## src/rtl/channel_arb_pkg.sv

```systemverilog
// Shared types and helpers for the channel readout arbiter.
// Contents: arbiter FSM state enum, channel-index width helper.
package channel_arb_pkg;

  typedef enum logic [0:0] {
    ARB_IDLE  = 1'b0,
    ARB_OFFER = 1'b1
  } arb_state_e;

  // Width of an index into n channels, never less than one bit.
  function automatic int unsigned idx_width(input int unsigned n);
    int unsigned w;
    w = 1;
    while ((32'd1 << w) < n) w++;
    return w;
  endfunction

endpackage

```

## src/rtl/channel_readout_arbiter_if.sv

```systemverilog
// Valid/ready readout port carrying one channel index per transfer.
// Signals: out_valid (offer), out_ready (accept), out_channel (offered index).
// Modports: master = arbiter side, slave = readout-logic side.
interface channel_readout_arbiter_if
  import channel_arb_pkg::*;
#(
  parameter  int unsigned CHANNELS = 10,
  localparam int unsigned CH_W     = idx_width(CHANNELS)
);

  logic            out_valid;
  logic            out_ready;
  logic [CH_W-1:0] out_channel;

  modport master (output out_valid, output out_channel, input out_ready);
  modport slave  (input out_valid, input out_channel, output out_ready);

endinterface

```

## src/rtl/rr_priority_encoder.sv

```systemverilog
// Round-robin find-first: returns the first set request after 'last',
// wrapping from CHANNELS-1 to 0. Purely combinational.
// Ports: req (requests), last (previous winner), gnt_valid, gnt_idx.
module rr_priority_encoder
  import channel_arb_pkg::*;
#(
  parameter  int unsigned CHANNELS = 10,
  localparam int unsigned CH_W     = idx_width(CHANNELS)
) (
  input  logic [CHANNELS-1:0] req,
  input  logic [CH_W-1:0]     last,
  output logic                gnt_valid,
  output logic [CH_W-1:0]     gnt_idx
);

  localparam int unsigned IW = CH_W + 1;

  logic [IW-1:0]         base;
  logic [2*CHANNELS-1:0] dbl;
  logic [CHANNELS-1:0]   rot;
  logic [IW-1:0]         off;
  logic [IW-1:0]         sum;

  always_comb begin
    // Rotate so that bit 0 of rot is channel last+1.
    base = {1'b0, last} + IW'(1);
    if (base >= IW'(CHANNELS)) base = '0;
    dbl = {req, req};
    rot = CHANNELS'(dbl >> base);

    // Find first set bit; descending scan lets the lowest index win.
    gnt_valid = 1'b0;
    off       = '0;
    for (int j = CHANNELS - 1; j >= 0; j--) begin
      if (rot[j]) begin
        gnt_valid = 1'b1;
        off       = IW'(j);
      end
    end

    // Un-rotate back to an absolute channel index.
    sum = base + off;
    if (sum >= IW'(CHANNELS)) sum = sum - IW'(CHANNELS);
    gnt_idx = CH_W'(sum);
  end

endmodule

```

## src/rtl/channel_readout_arbiter.sv

```systemverilog
// Round-robin readout scheduler: captures rising edges on per-channel hit
// lines as pending events and serialises them onto one valid/ready port.
// Ports: clk, rst (sync, active-high), hit/mask (per channel),
//        rd (readout port, master side), ovf_count (saturating lost-event
//        count), ovf_clear (sync clear of ovf_count).
module channel_readout_arbiter
  import channel_arb_pkg::*;
#(
  parameter  int unsigned CHANNELS = 10,
  parameter  int unsigned OVF_W    = 8,
  localparam int unsigned CH_W     = idx_width(CHANNELS)
) (
  input  logic                 clk,
  input  logic                 rst,
  input  logic [CHANNELS-1:0]  hit,
  input  logic [CHANNELS-1:0]  mask,
  channel_readout_arbiter_if.master rd,
  output logic [OVF_W-1:0]     ovf_count,
  input  logic                 ovf_clear
);

  localparam int unsigned     SUM_W    = OVF_W + CH_W + 1;
  localparam logic [OVF_W-1:0] OVF_MAX = '1;

  arb_state_e          state;
  logic [CHANNELS-1:0] hit_q;
  logic [CHANNELS-1:0] pending;
  logic [CH_W-1:0]     last;
  logic                valid_q;
  logic [CH_W-1:0]     channel_q;
  logic [OVF_W-1:0]    ovf_q;

  logic                accept;
  logic [CHANNELS-1:0] rise;
  logic [CHANNELS-1:0] acc_vec;
  logic [CHANNELS-1:0] cand;
  logic [CHANNELS-1:0] pending_nxt;
  logic [CHANNELS-1:0] ovf_vec;
  logic [CH_W:0]       pop;
  logic [SUM_W-1:0]    ovf_sum;
  logic [OVF_W-1:0]    ovf_nxt;
  logic [CH_W-1:0]     search_base;
  logic                gnt_valid;
  logic [CH_W-1:0]     gnt_idx;

  assign rd.out_valid   = valid_q;
  assign rd.out_channel = channel_q;
  assign ovf_count      = ovf_q;

  // Edge capture, pending update, overflow detection and next search base.
  always_comb begin
    accept = valid_q & rd.out_ready;
    rise   = hit & ~hit_q & ~mask;
    for (int i = 0; i < CHANNELS; i++) begin
      acc_vec[i] = accept & (channel_q == CH_W'(i));
    end
    cand        = pending & ~acc_vec;
    // A new edge wins over the accept-clear of the same channel.
    pending_nxt = (pending & ~acc_vec & ~mask) | rise;
    ovf_vec     = rise & pending & ~acc_vec;

    pop = '0;
    for (int i = 0; i < CHANNELS; i++) begin
      pop = pop + (CH_W + 1)'(ovf_vec[i]);
    end
    ovf_sum = SUM_W'(ovf_q) + SUM_W'(pop);
    ovf_nxt = (ovf_sum > SUM_W'(OVF_MAX)) ? OVF_MAX : OVF_W'(ovf_sum);

    // On an accept the search restarts after the channel being accepted.
    search_base = accept ? channel_q : last;
  end

  rr_priority_encoder #(
    .CHANNELS (CHANNELS)
  ) u_rr (
    .req       (cand),
    .last      (search_base),
    .gnt_valid (gnt_valid),
    .gnt_idx   (gnt_idx)
  );

  // State, flags, offer registers and overflow counter.
  always_ff @(posedge clk) begin
    if (rst) begin
      state     <= ARB_IDLE;
      hit_q     <= '0;
      pending   <= '0;
      last      <= CH_W'(CHANNELS - 1);
      valid_q   <= 1'b0;
      channel_q <= '0;
      ovf_q     <= '0;
    end else begin
      hit_q   <= hit;
      pending <= pending_nxt;
      ovf_q   <= ovf_clear ? '0 : ovf_nxt;

      case (state)
        ARB_IDLE: begin
          if (gnt_valid) begin
            channel_q <= gnt_idx;
            valid_q   <= 1'b1;
            state     <= ARB_OFFER;
          end
        end
        ARB_OFFER: begin
          if (rd.out_ready) begin
            last <= channel_q;
            if (gnt_valid) begin
              channel_q <= gnt_idx;
            end else begin
              valid_q <= 1'b0;
              state   <= ARB_IDLE;
            end
          end
        end
        default: begin
          valid_q <= 1'b0;
          state   <= ARB_IDLE;
        end
      endcase
    end
  end

endmodule

```

## src/flat_wrapper.sv

```systemverilog
// flat-port wrapper written by rule: the top's interface ports become plain ports
module channel_readout_arbiter_flat import channel_arb_pkg::*;
#(
  parameter  int unsigned CHANNELS = 10,
  parameter  int unsigned OVF_W    = 8,
  localparam int unsigned CH_W     = idx_width(CHANNELS)
)
  (clk, rst, hit, mask, ovf_count, ovf_clear, rd_out_valid, rd_out_channel, rd_out_ready);
  channel_readout_arbiter_if #(.CHANNELS(CHANNELS)) rd_i ();
  input  logic clk;
  input  logic rst;
  input  logic [CHANNELS-1:0] hit;
  input  logic [CHANNELS-1:0] mask;
  output logic [OVF_W-1:0] ovf_count;
  input  logic ovf_clear;
  output wire logic [$bits(rd_i.out_valid)-1:0] rd_out_valid;
  output wire logic [$bits(rd_i.out_channel)-1:0] rd_out_channel;
  input wire logic [$bits(rd_i.out_ready)-1:0] rd_out_ready;
  assign rd_out_valid = rd_i.out_valid;
  assign rd_out_channel = rd_i.out_channel;
  assign rd_i.out_ready = rd_out_ready;
  channel_readout_arbiter #(.CHANNELS(CHANNELS), .OVF_W(OVF_W)) u_core (.clk(clk), .rst(rst), .hit(hit), .mask(mask), .rd(rd_i), .ovf_count(ovf_count), .ovf_clear(ovf_clear));
endmodule
```

## config.mk

```make
export PLATFORM = sky130hd
export DESIGN_NAME = channel_readout_arbiter_flat
export DESIGN_NICKNAME = d
export VERILOG_FILES = /design/src/rtl/channel_arb_pkg.sv /design/src/rtl/channel_readout_arbiter_if.sv /design/src/rtl/rr_priority_encoder.sv /design/src/rtl/channel_readout_arbiter.sv /design/src/flat_wrapper.sv
export SDC_FILE = /design/constraint.sdc
export NUM_CORES = 1
export LEC_CHECK = 0
export CAP_MARGIN = 15
export CORE_UTILIZATION = 25
export CTS_CLUSTER_DIAMETER = 60
export DETAILED_ROUTE_END_ITERATION = 7
export PLACE_DENSITY = 0.53
export SYNTH_ARGS = -nofsm -noshare
export SYNTH_HDL_FRONTEND = slang
export SYNTH_HIERARCHICAL = 1
export SYNTH_SLANG_ARGS = --single-unit
```

## constraint.sdc

```tcl
create_clock -name clk -period 8.25 [get_ports clk]
set_input_delay 1.65 -clock clk [delete_from_list [all_inputs] [get_ports clk]]
set_output_delay 1.65 -clock clk [all_outputs]
set_load 0.005 [all_outputs]
```

# Word level (Yosys, flattened, before mapping)

Cells that the tools add are included.

Logic and storage cells: 96
Flip-flop bits (word level): 38
Memories kept: 0
Memory bits (writable): 0
Output and inout bits: 13
Bits in latches: 0
Input port bits: 24
ROM bits: 0

Reductions and logical operators: 4
Bitwise gates (word level): 22
Shift-type cells: 1
$mul: 0
Muxes and demuxes: 34
$add $sub $neg: 13
Div/mod/pow operators: 0
$lt $le $gt $ge: 3
Equality and inequality tests: 12

Operator list:

| cell                                                                   | number |
|---|---|
| 10-bit AND                                                             | 6 |
| 5-bit two-way mux                                                      | 10 |
| 5-bit by 1-bit adder with 5-bit output                                 | 8 |
| 10-bit NOT                                                             | 3 |
| 4-bit two-way mux                                                      | 5 |
| 20-bit by 5-bit >> shifter with 10-bit output                          | 1 |
| 4-bit by 3-bit equality test with 1-bit output (second input constant) | 4 |
| 1-bit two-way mux                                                      | 15 |
| 13-bit by 8-bit > comparator with 1-bit output (second input constant) | 1 |
| 1-bit AND                                                              | 11 |
| 5-bit by 4-bit >= comparator with 1-bit output (second input constant) | 2 |
| 10-bit OR                                                              | 1 |
| 8-bit by 5-bit adder with 9-bit output                                 | 1 |
| 4-bit by 2-bit equality test with 1-bit output (second input constant) | 2 |
| 4-bit equality test (second input constant)                            | 2 |
| 8-bit two-way mux                                                      | 1 |
| 4-bit case mux with 2 select lines                                     | 1 |
| 4-bit by 1-bit adder with 5-bit output (second input constant)         | 1 |
| 5-bit adder                                                            | 1 |
| 4-bit by 1-bit equality test with 1-bit output (second input constant) | 1 |
| 4-bit logical NOT                                                      | 1 |
| 2-bit != test (second input constant)                                  | 2 |
| 1-bit case mux with 2 select lines                                     | 2 |
| 4-bit subtractor (second input constant)                               | 1 |
| 6 further kinds                                                        | 6 |

# Longest topological paths before layout

Gate-level depths: netlist of run 1.

Depth after elaboration: 22
Depth in mapped cells: 25
Mapped depth without buffers: 23

# Hierarchy

Netlist of run 1, hierarchy kept.

By module, submodules not included:

| module                  | seq. area each (um^2) | area each (um^2) | times used | cells an instance |
|---|---|---|---|---|
| channel_readout_arbiter | 760.7                 | 1853.0           | 1          | 206 |
| rr_priority_encoder     | 0.0                   | 1187.4           | 1          | 159 |

# Least setup slack after synthesis of run 1

No wires, ideal clock.

Path type: input to register
Start point: input port rd_out_ready
End point: register u_core.channel_q[2] (netlist: u_core/rd.out_channel[2])
Stages on the path: 24
Arrival: 6655 ps
Setup time: 65 ps
Setup slack: 1530 ps
Required time: 8185 ps
Path buffers: 3
Cell sequence: clkbuf_1 > nand2_1 > o21ai_0 > ha_1 > or4b_1 > a21o_1 > buf_6 > clkinv_2 > buf_6 > mux2i_1 > mux2i_1 > mux2i_1 > a21oi_1 > o2bb2ai_1 > o31a_1 > ha_1 > fa_1 > xnor2_1 > ha_1 > nand2_1 > a21boi_0 > mux2i_1 > mux2i_1 > nor2_1

Cells in the longest elaborated chain, start to end: 22

RTL lines:

| item                                                                                      | RTL line                                                      | text |
|---|---|---|
| start: declaration                                                                        | flat_wrapper.sv:18                                            | `input wire logic [$bits(rd_i.out_ready)-1:0] rd_out_ready;` |
| 1-bit AND *                                                                               | channel_readout_arbiter.sv:52                                 | `accept = valid_q & rd.out_ready;` |
| 4-bit two-way mux *                                                                       | channel_readout_arbiter.sv:70                                 | `search_base = accept ? channel_q : last;` |
| via u_core.search_base[0]                                                                 | channel_readout_arbiter.sv:42                                 | `logic [CH_W-1:0] search_base;` |
| 4-bit by 1-bit adder with 5-bit output *                                                  | rr_priority_encoder.sv:26                                     | `base = {1'b0, last} + IW'(1);` |
| 5-bit by 4-bit >= comparator with 1-bit output                                            | rr_priority_encoder.sv:27                                     | `if (base >= IW'(CHANNELS)) base = '0;` |
| 5-bit two-way mux *                                                                       | rr_priority_encoder.sv:27                                     |  |
| 20-bit by 5-bit >> shifter with 10-bit output                                             | rr_priority_encoder.sv:29                                     | `rot = CHANNELS'(dbl >> base);` |
| 4-bit two-way mux                                                                         | rr_priority_encoder.sv:35                                     | `if (rot[j]) begin` |
| 5-bit two-way mux (9 in series)                                                           | rr_priority_encoder.sv:35                                     |  |
| 5-bit adder *                                                                             | rr_priority_encoder.sv:42                                     | `sum = base + off;` |
| 4-bit subtractor / 5-bit by 4-bit >= comparator with 1-bit output (equally long branches) | rr_priority_encoder.sv:43                                     | `if (sum >= IW'(CHANNELS)) sum = sum - IW'(CHANNELS);` |
| 4-bit two-way mux *                                                                       | rr_priority_encoder.sv:43                                     |  |
| via u_core.gnt_idx[2]                                                                     | channel_readout_arbiter.sv:44                                 | `logic [CH_W-1:0] gnt_idx;` |
| 4-bit two-way mux *                                                                       | channel_readout_arbiter.sv:99, channel_readout_arbiter.sv:108 |  |
| 4-bit two-way mux                                                                         | channel_readout_arbiter.sv:106                                | `if (rd.out_ready) begin` |
| 4-bit case mux with 2 select lines *                                                      | channel_readout_arbiter.sv:97                                 | `case (state)` |
| end signal: assignment                                                                    | channel_readout_arbiter.sv:100                                | `channel_q <= gnt_idx;` |
| end signal: assignment                                                                    | channel_readout_arbiter.sv:109                                | `channel_q <= gnt_idx;` |
| end: declaration                                                                          | channel_readout_arbiter.sv:30                                 | `logic [CH_W-1:0] channel_q;` |

The timed path passes the listed nets; every way through them passes the cells marked *. The select of a mux whose other input is x is not followed.
A chain may end at the register's enable or synchronous reset.

# Final worst setup path of run 1

Same ends and word-level chain as after synthesis.

==> flow_summary.yaml, run 1 <==
clocking:
  post_cts_buffers: 0
  cts_tree: "built"
  path_clk_slew_ns: 0.05
  holdBufCountCts: 0
  htreeDepth: 2
  cts_inserted_buffers: 5
  clock_sinks: 38
  clock_path_buffers: 2
  cts-root-buf: "clkbuf_16"
  cts-resized-gates: 0
  insertion_delay_ns: 0.28
power:
  cellLeakagePower_nw: 1.50
  power_density_mw_per_mm2: 261
  ir_drop_v: 0.000116
yosys:
  async_flop_share: 0
  synth-edff-count: 0
  netlist_area_mm2: 0.00304
  synth_top_area_cell: "dfxtp_1"
  syn_nets: 409
  ys_warn_count: 6
  yosysSeqAreaShare: 0.250
  synth_commonest_cells: "dfxtp_1 (38), inv_1 (31), mux2i_1 (23)"
  syn_inst: 365
  ys_top_cells_by_area: "dfxtp_1 (25%), mux2i_1 (7.6%), fa_1 (5.3%), ha_1 (4.9%), inv_1 (3.8%)"
  yosys.area.top_type_share: 0.250
  synthFlopType: "dfxtp_1"
  synth_cell_type_count: 69
  yosysMostFrequentCell: "dfxtp_1"
  synth_area_per_cell_um2: 8.33
  synth-seq-cells: 38
drt:
  via_count: 2720
  drtIter0Drc: 121
  drt_first_pass_iters: 4
  antenna_left: 0
  drt-total-wl_mm: 7.49
  via_per_inst: 5.05
  drc_errors: 0
  drt-wirelength-per-cell_um: 13.9
global_route:
  grt_overflow: 0
  busiest_layer: "met2"
  grtUsageMet2: 0.200
  grtUsageTotal: 0.124
  use_met3: 0.0211
  met1_usage: 0.168
  grt_max_degree: 32
  grt_pass1_wl_mm: 12.6
  grt_pass1_vias: 2593
  antenna_found_initial: 0
timing:
  max_freq_ghz: 0.136
  worst_slew_pin_slew_ns: 0.530
  maxSlewViolCount: 0
  setup_violations: 0
  rsz0062_at_grt: "false"
  fin_tns_setup_ns: 0
  finalHoldViolations: 0
  post-route-min-period_ns: 7.35
  slew_headroom: 0.646
  holdWs_ns: 0.469
  post-route-period-util: 0.891
  skew_ns: 0.00162
setup_path:
  critPathArrivalTime_ns: 7.57
  critPathRequiredTime_ns: 8.47
  critical_path.max_fanout: 13
  critPathLaunchType: "input pin"
  end_kind: "flop"
  critical_path_class: "input pin to flop"
floorplanning:
  placementRows: 39
  start_util: 0.262
  die_h_um: 112
  core_mm2: 0.0116
  boundaryPins: 37
  die_width_um: 112
  fp.dieArea_mm2: 0.0126
worst_hold_path:
  hold_class: "flop to flop"
run:
  drv_cap: 0
final_layout:
  num_antenna_cells: 0
  nFillCells: 1244
  drive_above_1_share: 0.0707
  area_growth_pct: 20.3
  fin_nets: 440
outcome:
  outcome: "finished, final reports clean"
placed_design:
  place.gp.congestion: 0.815
  port_buffers: 36
  hpwl_mm: 5.79
-- logic make-up (layout without fill, tap and decap cells) --
family,count (synthesis),after routing,share of synthesized area
AND/OR/NAND/NOR,127,127,0.235
AO/OA/AOI/OAI,94,94,0.216
buffers and inverters,48,79,0.0663
flip-flops,38,38,0.250
multiplexers,32,32,0.113
adder cells (fa/ha/maj),20,20,0.102
XOR/XNOR,6,6,0.0173
-- worst paths after layout --
kind                                          start                  endpoint  slack (ns)  depth (start not counted)
worst max-delay path                   rd_out_ready  u_core/rd.out_channel[2]        0.90                         22
worst min-delay path                 u_core/last[2]            u_core/last[2]        0.47                          2
worst max register to register  u_core/rd.out_valid  u_core/rd.out_channel[2]        2.55                         21
worst min register to register       u_core/last[2]            u_core/last[2]        0.47                          2
-- layer usage --
metal | routed length (µm) | vias up
met3 | 321 | 12
li1 | - | 1376
met4 | 137 | 0
met2 | 3470 | 75
met1 | 3560 | 1257
met5 | 0 | -
-- cells in the final DEF (no fill, tap or decap), drive strengths merged, types with 10 or more instances in the layout --
| cell | count |
|---|---|
| dfxtp | 38 |
| a211oi | 10 |
| inv | 31 |
| nor2b | 16 |
| nand2b | 15 |
| o21ai | 18 |
| a21oi | 19 |
| nor3 | 18 |
| nor2 | 21 |
| ha | 12 |
| mux2i | 23 |
| nand2 | 18 |
| clkdlybuf4s50 | 36 |
-- where the power goes --
group / switching (mW) / internal (mW)
clock: 0.0677 / 0.110
combinational: 0.301 / 0.253
sequential: 0.0210 / 0.204
total: 0.389 / 0.567
-- registers in the layout, indices dropped and copies added, names as in the netlist --
signal and flops:
u_core/hit_q 10, u_core/pending 10, u_core/ovf_count 8, u_core/last 4, u_core/rd.out_channel 4, u_core/rd.out_valid 1, u_core/state 1
-- layout make-up --
class	instances	area [µm²]	share of cell area
Multi-Input combinational cell	279	2080	0.568
Sequential cell	38	761	0.208
Timing Repair Buffer	39	383	0.105
Tap cell	143	179	0.0489
Clock buffer	7	133	0.0363
Inverter	33	125	0.0342
-- critical path, cell delays in order --
cell and delay, ns:
clkdlybuf4s50_1 0.58, nand2_1 0.24, mux2_2 0.40, ha_1 0.32, or4b_1 0.53, a21o_1 0.35, clkinv_2 0.26, mux2i_1 0.39
mux2i_1 0.16, mux2i_1 0.21, a21oi_1 0.11, o2bb2ai_1 0.14, o31a_1 0.29, ha_1 0.21, fa_1 0.41, xnor2_1 0.27
ha_1 0.23, nand2_1 0.06, a21boi_0 0.34, mux2i_1 0.23, mux2i_1 0.08, nor2_1 0.09
-- per-stage QoR --
| stage | cell area [µm²] | utilization | setup WS, ns | power [mW] | std cells |
|---|---|---|---|---|---|
| final | 3660 | 0.315 | 0.896 | 0.956 | 539 |
| after global routing | 3660 | 0.315 | 0.494 | 1.04 | 539 |
| after CTS | 3660 | 0.315 | 0.907 | 0.962 | 539 |
| after detailed placement | 3530 | 0.304 | 0.631 | 0.777 | 532 |
| after global placement | 3530 | 0.304 | 0.689 | 0.777 | 532 |
| after floorplan | 3040 | - | 1.53 | 0.657 | 365 |
Power figures use the tool's default switching activity.
==> run 2: changes to the inputs <==
- CORE_MARGIN: default -> 4
==> run 2 against run 1 <==
  * Clock skew grew 0.0033 ns
  * Register-to-register slack is essentially flat
  * Final cell count grew 0.93%
  * Critical endpoint unchanged
  * Largest power group unchanged
  * Highest routed layer unchanged
==> flow_summary.yaml, run 2 (synthesized netlist as in run 1, its figures left out) <==
power:
  power_density_mw_per_mm2: 270
  power_switching_mw: 0.401
  cellLeakagePower_nw: 1.52
  clkPwrFrac: 0.217
  p_int_mw: 0.597
  p_comb_frac: 0.557
  p_sw_frac: 0.402
  p_seq_frac: 0.226
  ir_drop_v: 0.0000967
drt:
  antenna_left: 0
  drtIter0Drc: 139
  via_count: 2766
  drt-wirelength-per-cell_um: 14.4
  drt-total-wl_mm: 7.85
  drc_errors: 0
  via_per_inst: 5.08
  drt_first_pass_iters: 4
timing:
  finalHoldViolations: 0
  worst_slew_pin_slew_ns: 0.542
  skew_ns: 0.00487
  setup_violations: 0
  fin_tns_setup_ns: 0
  holdWs_ns: 0.464
  post-route-min-period_ns: 7.35
  rsz0062_at_grt: "false"
  maxSlewViolCount: 0
  max_freq_ghz: 0.136
  slew_headroom: 0.635
  post-route-period-util: 0.891
setup_path:
  critPathLaunchType: "input pin"
  crit_buf_inv: 2
  ff2ff_setup_slack_ns: 2.55
  worst-r2r-cell-count: 21
  end_kind: "flop"
  slowest_delay_ns: 0.58
  critical_path_class: "input pin to flop"
  r2r_start: "u_core/rd.out_valid"
  critical_path.most_common_cell: "mux2i_1"
  crit_chain: "clkdlybuf4s50_1 -> nand2_1 -> mux2_2 -> ha_1 -> or4b_1 -> a21o_1 -> clkinv_2 -> mux2i_1 -> mux2i_1 -> mux2i_1 -> a21oi_1 -> o2bb2ai_1 -> o31a_1 -> ha_1 -> fa_1 -> xnor2_1 -> ha_1 -> nand2_1 -> a21boi_0 -> mux2i_1 -> mux2i_1 -> nor2_1"
  critical_path.max_fanout: 13
  rr_endpoint: "u_core/rd.out_channel[2]"
  crit_family: "multiplexers"
  critPathArrivalTime_ns: 7.57
  cp_slowest_cell: "clkdlybuf4s50_1"
  critPathRequiredTime_ns: 8.47
final_layout:
  final_common_cell: "dfxtp_1"
  nFillCells: 1256
  register_area_um2: 761
  fin_nets: 440
  layout_common_cells: "dfxtp_1 (38), clkdlybuf4s50_1 (36), inv_1 (31)"
  area_growth_pct: 21.6
  num_antenna_cells: 0
  drive_above_1_share: 0.0781
  multi_input_area_mm2: 0.00208
  utilization: 0.309
floorplanning:
  fp.dieArea_mm2: 0.0140
  placementRows: 40
  core_mm2: 0.0120
  die_h_um: 118
  boundaryPins: 37
  die_width_um: 118
  start_util: 0.254
clocking:
  cts_tree: "built"
  cts_inserted_buffers: 5
  post_cts_buffers: 0
  cts-root-buf: "clkbuf_16"
  insertion_delay_ns: 0.28
  clock_sinks: 38
  cts-resized-gates: 0
  clock_path_buffers: 2
  holdBufCountCts: 0
  htreeDepth: 2
  path_clk_slew_ns: 0.06
placed_design:
  hpwl_mm: 6.11
  place.gp.congestion: 0.860
  port_buffers: 36
global_route:
  grt_pass1_wl_mm: 13.1
  antenna_found_initial: 0
  grt_max_degree: 32
  grtUsageTotal: 0.111
  grt_overflow: 0
  grt_pass1_vias: 2643
worst_hold_path:
  worstHoldEndpoint: "u_core/last[3]"
  hold_class: "flop to flop"
  min-delay-start: "u_core/last[3]"
  worstHoldPathCells: 1
outcome:
  outcome: "finished, final reports clean"
run:
  drv_cap: 0
[run 2: cell types whose count changed in the layout (fill, tap and decap cells not counted)]
cell and delta:
clkbuf_1 -2, clkinv_2 +2, bufinv_16 +1
[run 2: worst reg2reg max path: stages, from the launching register on]
cell and delay (ns):
dfxtp_1 0.43, nand2_1 0.17, mux2_2 0.36, ha_1 0.32
or4b_1 0.54, a21o_1 0.36, clkinv_2 0.28, mux2i_1 0.36
mux2i_1 0.15, mux2i_1 0.23, a21oi_1 0.10, o2bb2ai_1 0.14
o31a_1 0.28, ha_1 0.21, fa_1 0.40, xnor2_1 0.27
ha_1 0.24, nand2_1 0.06, a21boi_0 0.33, mux2i_1 0.23
mux2i_1 0.08, nor2_1 0.09
[run 2: through the flow]
stage | instances | power [mW] | worst slack, ns | instance area, µm²
final | 544 | 0.998 | 0.898 | 3700
after detailed placement | 536 | 0.783 | 0.643 | 3530
after CTS | 544 | 1.01 | 0.904 | 3700
after global routing | 544 | 1.09 | 0.353 | 3700
after floorplan | 365 | 0.657 | 1.53 | 3040
after global placement | 536 | 0.777 | 0.703 | 3530
[run 2: power groups by stage]
stage | clock network [mW] | logic [mW] | registers, mW
floorplan | 0 | 0.434 | 0.223
global placement | 0 | 0.547 | 0.230
detailed placement | 0 | 0.553 | 0.230
CTS | 0.223 | 0.557 | 0.226
global route | 0.231 | 0.626 | 0.229
finish | 0.216 | 0.556 | 0.226
[run 2: final cells by class]
type / count / share of cell area
sequential: 38 / 0.206
clock buffer: 5 / 0.0339
timing repair buffer: 39 / 0.104
tap: 147 / 0.0498
multi-input combinational: 279 / 0.562
clock inverter: 3 / 0.0108
inverter: 33 / 0.0339
[run 2: worst max-delay path by stage]
stage                     cells past startpoint  slack, ns    startpoint                        to
final                                        22       0.90  rd_out_ready  u_core/rd.out_channel[2]
after global routing                         23       0.35  rd_out_ready  u_core/rd.out_channel[2]
after global placement                       22       0.70  rd_out_ready  u_core/rd.out_channel[2]
after floorplan                              24       1.53  rd_out_ready  u_core/rd.out_channel[2]
after detailed placement                     22       0.64  rd_out_ready  u_core/rd.out_channel[2]
after CTS                                    22       0.90  rd_out_ready  u_core/rd.out_channel[2]
[run 2: layer usage]
layer	up-vias	GRT usage	routed length, µm
met5	-	0	0
met1	1324	0.147	3730
met2	57	0.188	3710
met4	0	0.0352	161
li1	1376	-	-
met3	9	0.0148	249
==> run 3: changes to the inputs <==
- CORE_UTILIZATION: 25 -> 45
- PLACE_DENSITY: 0.53 -> 0.78
==> run 3 against run 2 <==
  * Sequential share of layout area is 0.85 points higher
  * Fmax is 0.21% higher
  * Non-clock buffer count is 1 lower
  * Worst hold slack worse by 0.0012 ns
  * Power is 5.1% lower
  * Setup slack better by 0.015 ns
  * Critical path type unchanged
  * Highest routed layer unchanged
==> flow_summary.yaml, run 3 (synthesized netlist as in run 1, its figures left out) <==
timing:
  holdWs_ns: 0.463
  max_freq_ghz: 0.136
  rsz0062_at_grt: "false"
  post-route-period-util: 0.889
  setup_violations: 0
  finalHoldViolations: 0
  post-route-min-period_ns: 7.34
  maxSlewViolCount: 0
  skew_ns: 0.00406
  worst_slew_pin_slew_ns: 1.15
  finalWorstSetupSlack_ns: 0.913
  slew_headroom: 0.233
  fin_tns_setup_ns: 0
drt:
  drt_first_pass_iters: 6
  via_count: 2732
  drt-total-wl_mm: 7.23
  drtIter0Drc: 122
  drc_errors: 0
  via_per_inst: 5.78
  drt-wirelength-per-cell_um: 15.3
  antenna_left: 0
final_layout:
  final_common_cell: "dfxtp_1"
  fin_nets: 439
  layout_common_cells: "dfxtp_1 (38), clkdlybuf4s50_1 (36), inv_1 (31)"
  num_antenna_cells: 0
  utilization: 0.550
  area_growth_pct: 16.7
  final_area_mm2: 0.00355
  drive_above_1_share: 0.0758
  fin_cells: 473
setup_path:
  rr_endpoint: "u_core/rd.out_channel[2]"
  crit_end: "u_core/rd.out_channel[2]"
  critPathArrivalTime_ns: 7.55
  end_kind: "flop"
  worst-r2r-cell-count: 22
  critPathLaunchType: "input pin"
  ff2ff_setup_slack_ns: 2.52
  critPathRequiredTime_ns: 8.46
  critical_path.max_fanout: 13
  startpoint: "rd_out_ready"
  critical_path_class: "input pin to flop"
  r2r_start: "u_core/rd.out_valid"
clocking:
  cts_tree: "built"
  cts_inserted_buffers: 5
  clock_path_buffers: 2
  holdBufCountCts: 0
  cts-resized-gates: 0
  clock_sinks: 38
  insertion_delay_ns: 0.29
  cts-root-buf: "clkbuf_8"
  post_cts_buffers: 0
  path_clk_slew_ns: 0.08
  htreeDepth: 2
power:
  power_switching_mw: 0.400
  cellLeakagePower_nw: 1.49
  clkPwrFrac: 0.167
  p_sw_frac: 0.422
  p_comb_frac: 0.594
  power_density_mw_per_mm2: 267
  p_seq_frac: 0.238
  p_total_mw: 0.946
  p_int_mw: 0.547
  ir_drop_v: 0.000186
global_route:
  grt_pass1_wl_mm: 12.3
  antenna_found_initial: 0
  grtUsageTotal: 0.177
  grt_overflow: 0
  grt_max_degree: 32
  grt_pass1_vias: 2649
placed_design:
  hpwl_mm: 5.50
  dp_cells: 465
  pre_cts_slack_ns: 0.694
  dpl_cell_area_mm2: 0.00344
  place.gp.congestion: 0.903
  port_buffers: 36
floorplanning:
  placementRows: 29
  die_h_um: 90.2
  start_util: 0.471
  fp.dieArea_mm2: 0.00814
  core_mm2: 0.00646
  boundaryPins: 37
  die_width_um: 90.2
outcome:
  outcome: "finished, final reports clean"
run:
  drv_cap: 0
worst_hold_path:
  hold_class: "flop to flop"
[run 3: final cells by class]
| cell class | instances | area, µm² |
|---|---|---|
| Clock buffer | 5 | 68.8 |
| Clock inverter | 3 | 45.0 |
| Fill cell | 591 | 2910 |
| Inverter | 33 | 125 |
| Multi-Input combinational cell | 279 | 2080 |
| Sequential cell | 38 | 761 |
| Tap cell | 77 | 96.3 |
| Timing Repair Buffer | 38 | 375 |
[run 3: worst min-delay path by stage]
stage                    from              to  slack (ns)  depth (start not counted)
2_1_floorplan  u_core/last[3]  u_core/last[3]        0.43                          1
4_1_cts        u_core/last[1]  u_core/last[1]        0.47                          2
6_report       u_core/last[1]  u_core/last[1]        0.46                          2
3_5_place_dp   u_core/last[1]  u_core/last[1]        0.46                          2
3_3_place_gp   u_core/last[2]  u_core/last[2]        0.45                          2
5_1_grt        u_core/last[0]  u_core/last[0]        0.49                          1
[run 3: layer usage]
| layer | up-vias | wire length [µm] | track usage |
|---|---|---|---|
| li1 | 1378 | - | - |
| met1 | 1259 | 3350 | 0.233 |
| met2 | 86 | 3440 | 0.299 |
| met3 | 9 | 352 | 0.0275 |
| met4 | 0 | 91 | 0.0548 |
| met5 | - | 0 | 0 |
[run 3: power by group through the flow]
stage	clock, mW	sequential (mW)	combinational, mW
2_1_floorplan	0	0.223	0.434
3_3_place_gp	0	0.228	0.531
3_5_place_dp	0	0.229	0.553
4_1_cts	0.163	0.225	0.558
5_1_grt	0.170	0.228	0.626
6_report	0.158	0.225	0.562
[run 3: critical path, cell delays in order]
cell and delay, ns:
clkdlybuf4s50_1 0.57, nand2_1 0.25, mux2_2 0.41, ha_1 0.31
or4b_1 0.53, a21o_1 0.34, clkinv_2 0.25, mux2i_1 0.36
mux2i_1 0.13, mux2i_1 0.23, a21oi_1 0.10, o2bb2ai_1 0.14
o31a_1 0.28, ha_1 0.20, fa_1 0.41, xnor2_1 0.27
ha_1 0.24, nand2_1 0.06, a21boi_0 0.35, mux2i_1 0.26
mux2i_1 0.10, nor2_1 0.10
